==> src/rtl/recon_pkg.sv <==
// Shared definitions for the reconfiguration descriptor scheduler: FSM encodings
// and DMA status error codes.
package recon_pkg;

  localparam logic [0:0] ST_IDLE  = 1'b0;
  localparam logic [0:0] ST_ISSUE = 1'b1;

  localparam logic [3:0] DMA_ERR_NONE      = 4'h0;
  localparam logic [3:0] DMA_ERR_TIMEOUT   = 4'h1;
  localparam logic [3:0] DMA_ERR_PARITY    = 4'h2;
  localparam logic [3:0] DMA_ERR_DECODE    = 4'h3;
  localparam logic [3:0] DMA_ERR_SLAVE     = 4'h4;
  localparam logic [3:0] DMA_ERR_LEN       = 4'h5;

endpackage

==> src/rtl/recon_rr_arbiter.sv <==
// Round-robin arbiter: one-hot grant to the lowest requesting index at or above
// rr_ptr, wrapping to the lowest requesting index below it.
module recon_rr_arbiter #(
  parameter int PORTS = 2,
  parameter int PTR_W = 1
) (
  input  logic [PORTS-1:0] req,
  input  logic [PTR_W-1:0] rr_ptr,
  output logic [PORTS-1:0] grant
);

  logic found;

  // NOTE: every variable written here gets a default first, otherwise a latch is inferred.
  always_comb begin
    grant = '0;
    found = 1'b0;
    for (int p = 0; p < PORTS; p++) begin
      if (!found && req[p] && (p >= int'(rr_ptr))) begin
        grant[p] = 1'b1;
        found    = 1'b1;
      end
    end
    // Nothing at or above the pointer: the lowest requester overall is the wrap winner.
    for (int p = 0; p < PORTS; p++) begin
      if (!found && req[p]) begin
        grant[p] = 1'b1;
        found    = 1'b1;
      end
    end
  end

endmodule

==> src/rtl/recon_desc_scheduler.sv <==
// Shares one DMA read-descriptor channel between PORTS requesters, tagging each
// issued descriptor with a slot index and routing completions back to the owner.
module recon_desc_scheduler
  import recon_pkg::*;
#(
  parameter int PORTS              = 2,
  parameter int ADDR_WIDTH         = 34,
  parameter int DMA_DESC_LEN_WIDTH = 20,
  parameter int DMA_DESC_TAG_WIDTH = 8,
  parameter int MAX_OUTSTANDING    = 4
) (
  input  logic                                  clk,
  input  logic                                  rst,

  input  logic [PORTS*ADDR_WIDTH-1:0]           s_axis_req_addr,
  input  logic [PORTS*DMA_DESC_LEN_WIDTH-1:0]   s_axis_req_len,
  input  logic [PORTS*DMA_DESC_TAG_WIDTH-1:0]   s_axis_req_tag,
  input  logic [PORTS-1:0]                      s_axis_req_valid,
  output logic [PORTS-1:0]                      s_axis_req_ready,

  output logic [ADDR_WIDTH-1:0]                 m_axis_read_desc_addr,
  output logic [DMA_DESC_LEN_WIDTH-1:0]         m_axis_read_desc_len,
  output logic [DMA_DESC_TAG_WIDTH-1:0]         m_axis_read_desc_tag,
  output logic                                  m_axis_read_desc_valid,
  input  logic                                  m_axis_read_desc_ready,

  input  logic [DMA_DESC_TAG_WIDTH-1:0]         s_axis_read_desc_status_tag,
  input  logic [3:0]                            s_axis_read_desc_status_error,
  input  logic                                  s_axis_read_desc_status_valid,

  output logic [PORTS*DMA_DESC_TAG_WIDTH-1:0]   m_axis_status_tag,
  output logic [PORTS*4-1:0]                    m_axis_status_error,
  output logic [PORTS-1:0]                      m_axis_status_valid,

  output logic [$clog2(MAX_OUTSTANDING+1)-1:0]  outstanding_count,
  output logic                                  stat_unknown_tag
);

  localparam int PTR_W  = (PORTS > 1) ? $clog2(PORTS) : 1;
  localparam int SLOT_W = (MAX_OUTSTANDING > 1) ? $clog2(MAX_OUTSTANDING) : 1;
  localparam int CNT_W  = $clog2(MAX_OUTSTANDING+1);

  logic [0:0]                    state;
  logic [PTR_W-1:0]              rr_ptr;
  logic [MAX_OUTSTANDING-1:0]    occ;
  logic [PTR_W-1:0]              slot_port [MAX_OUTSTANDING];
  logic [DMA_DESC_TAG_WIDTH-1:0] slot_tag  [MAX_OUTSTANDING];
  logic [CNT_W-1:0]              count;

  logic [PORTS-1:0]              req_vec;
  logic [PORTS-1:0]              grant;
  logic                          accept;
  logic [PTR_W-1:0]              win_idx;
  logic [PTR_W-1:0]              next_ptr;
  logic [ADDR_WIDTH-1:0]         win_addr;
  logic [DMA_DESC_LEN_WIDTH-1:0] win_len;
  logic [DMA_DESC_TAG_WIDTH-1:0] win_tag;
  logic                          free_exists;
  logic [SLOT_W-1:0]             free_idx;
  logic                          st_in_range;
  logic [SLOT_W-1:0]             st_slot;
  logic                          st_hit;
  logic [PTR_W-1:0]              st_port;

  // Offers are only made while idle, out of reset, with a slot to allocate into.
  assign req_vec = (!rst && state == ST_IDLE && free_exists) ? s_axis_req_valid : '0;

  recon_rr_arbiter #(
    .PORTS (PORTS),
    .PTR_W (PTR_W)
  ) u_arb (
    .req    (req_vec),
    .rr_ptr (rr_ptr),
    .grant  (grant)
  );

  assign s_axis_req_ready = grant;
  assign accept           = |grant;
  assign next_ptr         = (win_idx == PTR_W'(PORTS-1)) ? '0 : win_idx + 1'b1;

  always_comb begin
    win_idx  = '0;
    win_addr = '0;
    win_len  = '0;
    win_tag  = '0;
    for (int p = 0; p < PORTS; p++) begin
      if (grant[p]) begin
        win_idx  = PTR_W'(p);
        win_addr = s_axis_req_addr[p*ADDR_WIDTH +: ADDR_WIDTH];
        win_len  = s_axis_req_len[p*DMA_DESC_LEN_WIDTH +: DMA_DESC_LEN_WIDTH];
        win_tag  = s_axis_req_tag[p*DMA_DESC_TAG_WIDTH +: DMA_DESC_TAG_WIDTH];
      end
    end
  end

  // Descending scan leaves the lowest free index as the final assignment.
  always_comb begin
    free_exists = 1'b0;
    free_idx    = '0;
    for (int s = MAX_OUTSTANDING-1; s >= 0; s--) begin
      if (!occ[s]) begin
        free_exists = 1'b1;
        free_idx    = SLOT_W'(s);
      end
    end
  end

  assign st_in_range = int'(s_axis_read_desc_status_tag) < MAX_OUTSTANDING;
  assign st_slot     = s_axis_read_desc_status_tag[SLOT_W-1:0];
  assign st_hit      = s_axis_read_desc_status_valid && st_in_range && occ[st_slot];
  assign st_port     = slot_port[st_slot];

  // NOTE: sequential state uses non-blocking assignments so every register samples pre-edge values.
  always_ff @(posedge clk) begin
    if (rst) begin
      state                  <= ST_IDLE;
      rr_ptr                 <= '0;
      occ                    <= '0;
      count                  <= '0;
      stat_unknown_tag       <= 1'b0;
      m_axis_read_desc_addr  <= '0;
      m_axis_read_desc_len   <= '0;
      m_axis_read_desc_tag   <= '0;
      m_axis_read_desc_valid <= 1'b0;
      m_axis_status_tag      <= '0;
      m_axis_status_error    <= '0;
      m_axis_status_valid    <= '0;
    end else begin
      case (state)
        ST_IDLE: begin
          if (accept) begin
            m_axis_read_desc_addr  <= win_addr;
            m_axis_read_desc_len   <= win_len;
            m_axis_read_desc_tag   <= DMA_DESC_TAG_WIDTH'(free_idx);
            m_axis_read_desc_valid <= 1'b1;
            rr_ptr                 <= next_ptr;
            state                  <= ST_ISSUE;
          end
        end
        ST_ISSUE: begin
          if (m_axis_read_desc_ready) begin
            m_axis_read_desc_valid <= 1'b0;
            state                  <= ST_IDLE;
          end
        end
        default: state <= ST_IDLE;
      endcase

      // Alloc and free never target the same slot: alloc picks a free one, free needs an occupied one.
      if (st_hit) occ[st_slot]  <= 1'b0;
      if (accept) occ[free_idx] <= 1'b1;
      count <= count + CNT_W'(accept) - CNT_W'(st_hit);

      m_axis_status_valid <= '0;
      for (int p = 0; p < PORTS; p++) begin
        if (st_hit && st_port == PTR_W'(p)) begin
          m_axis_status_valid[p]                                        <= 1'b1;
          m_axis_status_tag[p*DMA_DESC_TAG_WIDTH +: DMA_DESC_TAG_WIDTH] <= slot_tag[st_slot];
          m_axis_status_error[p*4 +: 4]                                 <= s_axis_read_desc_status_error;
        end
      end

      if (s_axis_read_desc_status_valid && !st_hit) stat_unknown_tag <= 1'b1;
    end
  end

  // NOTE: slot payload needs no reset; occ gates every read of it.
  always_ff @(posedge clk) begin
    if (accept) begin
      slot_port[free_idx] <= win_idx;
      slot_tag[free_idx]  <= win_tag;
    end
  end

  assign outstanding_count = count;

endmodule

==> config.mk <==
export PLATFORM = sky130hd
export DESIGN_NAME = recon_desc_scheduler
export DESIGN_NICKNAME = d
export VERILOG_FILES = /design/src/rtl/recon_pkg.sv /design/src/rtl/recon_rr_arbiter.sv /design/src/rtl/recon_desc_scheduler.sv
export SDC_FILE = /design/constraint.sdc
export NUM_CORES = 1
export LEC_CHECK = 0
export ABC_AREA = 1
export ABC_CLOCK_PERIOD_IN_PS = 7000
export CORE_MARGIN = 1
export CORE_UTILIZATION = 46
export DETAILED_ROUTE_END_ITERATION = 16
export PLACE_DENSITY = 0.86
export SLEW_MARGIN = 20
export SYNTH_ARGS = -nofsm -noshare
export SYNTH_HDL_FRONTEND = slang
export SYNTH_HIERARCHICAL = 1
export SYNTH_SLANG_ARGS = --single-unit
export TNS_END_PERCENT = 30
==> constraint.sdc <==
create_clock -name clk -period 7 [get_ports clk]
set_clock_uncertainty 0.2 [all_clocks]
set_input_delay 2.1 -clock clk [delete_from_list [all_inputs] [get_ports clk]]
set_output_delay 2.1 -clock clk [all_outputs]
set_load 0.005 [all_outputs]
==> impl_metrics.toml <==
[clock_tree]
clkTransAtPathRegs_ns = 0.05
clockBufferDepth = 2
cts-htree-levels = 4
clk_latency_ns = 0.40
numCtsBuffers = 17
ctsHoldBuffers = 0
cts_tree = "done"
cts_setup_buffers = 0
post_cts_resized = 0
root_buffer = "clkbuf_16"
clock-sinks = 129

[critical_path]
crit_path_end_kind = "output port"
path_max_fanout = 3
setup.worst_path.start_class = "input pin"
cp_data_required_time_ns = 4.70
crit_arrival_ns = 4.05
r2r_cells = 13
critPathKind = "input pin to output port"

[sta]
holdWs_ns = 0.295
fin_setup_tns_ns = 0
setup_viol = 0
max_slew_margin_pct = 29.6
fin_crit_ns = 6.35
tightest_slew_ns = 1.05
fin_crit_sh_pct = 90.7
hold_viol = 0
timing.fmax_mhz = 158
rsz0062_at_grt = "no"
drv_slew = 0

[layout]
syn2layout_area_growth_pct = 52.4
insertedDiodeCount = 0
drive_gt1_share_pct = 7.14
stdcell_area_um2 = 8310
layout_commonest_cell = "clkdlybuf4s50_1"
fin_nets = 972
layout_common_cells = "clkdlybuf4s50_1 (230), dfxtp_1 (93), nand2_1 (89), a22oi_1 (66), nor2_1 (64)"

[global_route]
grt_pass1_vias = 5266
overflow = 0
grt_max_degree = 114
antenna_found_initial = 0
grt_use_total_pct = 26.0
grt_first_pass_wirelength_mm = 25.2

[floorplanning]
die_area_um2 = 12300
num_rows = 39
core_um2 = 11500
start_util_pct = 47.6
die_x_um = 111
chipHeight_um = 111
num_io_pins = 237

[outcome]
run_status = "completed"

[synth]
syn_inst = 616
ys_ff_latch = 129
postSynthAreaPerCell_um2 = 8.85
yosys_warnings = 6
ys_seq_area_share_pct = 54.0
netlist_area_um2 = 5450
synthDistinctLibCells = 33

[hold_path]
holdPathStages = 2
hold_class = "register to register"

[run]
cap_violations = 0

[place]
dpl_cell_area_um2 = 7740
hpwl_mm = 11.4
port_buffers = 230
routabilityCongestion = 0.829

[power_and_ir_drop]
peakVddDrop_v = 0.000155
p_per_area_nw_per_um2 = 242
cellLeakagePower_nw = 3.27
power_mw = 2.01

[routing]
num_vias = 5172
viasPerCell = 5.26
detail_route.wl_per_cell_um = 16.3
drc_errors = 0
dr.pass1.iters = 5
wirelength_mm = 16.0
drt.antenna.violating_nets = 0
drtIter0Drc = 247
per-layer routing:
metal	vias to the layer above	global-route usage, %	part of all wire (%)	wire length (um)
met2	185	47.2	53	8450
met4	0	9.24	2.3	364
li1	2518	-	-	-
met3	27	11.0	8.4	1350
met5	-	0	0	0
met1	2442	26.4	37	5860
power by group:
group | total, mW | switching, mW | internal (mW)
Sequential | 0.849 | 0.0260 | 0.823
Combinational | 0.335 | 0.152 | 0.184
Clock | 0.828 | 0.323 | 0.505
critical path, stage by stage:
cell and delay, ns:
clkdlybuf4s50_1 0.45, inv_2 0.07, nand2_1 0.08, nor3b_1 0.46
a21boi_2 0.34, clkdlybuf4s50_1 0.54
sequential cells by signal, summed over array words and instances (netlist names):
name / cells
m_axis_status_error: 8
m_axis_read_desc_valid: 1
m_axis_read_desc_len: 20
m_axis_status_tag: 16
m_axis_status_valid: 2
occ: 4
state: 1
stat_unknown_tag: 1
outstanding_count: 3
m_axis_read_desc_addr: 34
slot_tag: 32
slot_port: 4
rr_ptr: 1
m_axis_read_desc_tag: 2
path summary, 6_finish.rpt:
kind                           to  slack [ns]        startpoint
max           s_axis_req_ready[0]        0.65               rst
min              stat_unknown_tag        0.29  stat_unknown_tag
max reg2reg  outstanding_count[2]        3.47             state
min reg2reg      stat_unknown_tag        0.29  stat_unknown_tag
synthesized netlist by cell type:
master | instances | area (um^2)
a21boi_2 | 1 | 11.3
a21oi_1 | 62 | 310
a21oi_2 | 1 | 8.76
a22o_1 | 8 | 70.1
a22oi_1 | 66 | 495
buf_2 | 10 | 50.1
buf_4 | 11 | 82.6
buf_6 | 3 | 33.8
clkbuf_1 | 23 | 86.3
clkinv_1 | 1 | 3.75
conb_1 | 1 | 3.75
dfxtp_1 | 93 | 1860
edfxtp_1 | 36 | 1080
fa_1 | 1 | 20.0
ha_1 | 2 | 25.0
inv_1 | 47 | 176
inv_2 | 2 | 7.51
inv_4 | 1 | 6.26
nand2_1 | 89 | 334
nand2_2 | 8 | 50.1
nand2_4 | 1 | 11.3
nand3_1 | 10 | 50.1
nand3_4 | 2 | 35.0
nand3b_1 | 1 | 7.51
nand4_1 | 2 | 12.5
nor2_1 | 64 | 240
nor2_2 | 5 | 31.3
nor2_4 | 2 | 22.5
nor3_1 | 1 | 5.00
nor3b_1 | 2 | 15.0
o21ai_0 | 58 | 290
or2_2 | 1 | 6.26
xor2_1 | 1 | 8.76
stage by stage:
stage / cells / util, % / setup slack, ns
finish: 983 / 72.5 / 0.652
global route: 983 / 72.5 / 0.556
CTS: 983 / 72.5 / 0.669
detailed placement: 951 / 67.5 / 0.693
global placement: 951 / 67.5 / 0.783
floorplan: 621 / - / 1.63
area by class of cell:
type / instances / area, um^2
fillers: 833 / 3150
flip-flops and latches: 129 / 2940
repair buffers: 234 / 2330
multi-input cells: 394 / 2100
clock buffers: 22 / 495
inverters: 51 / 194
well taps: 143 / 179
clock inverters: 10 / 73.8
cell families (layout without fill, tap and decap cells):
| group | count (synthesis) | count (layout) | share of synthesized area, % |
|---|---|---|---|
| AO/OA/AOI/OAI | 196 | 196 | 21.7 |
| AND/OR/NAND/NOR | 188 | 188 | 15.0 |
| flip-flops | 129 | 129 | 54.0 |
| buffers and inverters | 98 | 317 | 8.19 |
| adder cells (fa/ha/maj) | 3 | 3 | 0.826 |
| other | 1 | 6 | 0.0688 |
| XOR/XNOR | 1 | 1 | 0.161 |
No activity file was read; power rests on OpenSTA's default activity.
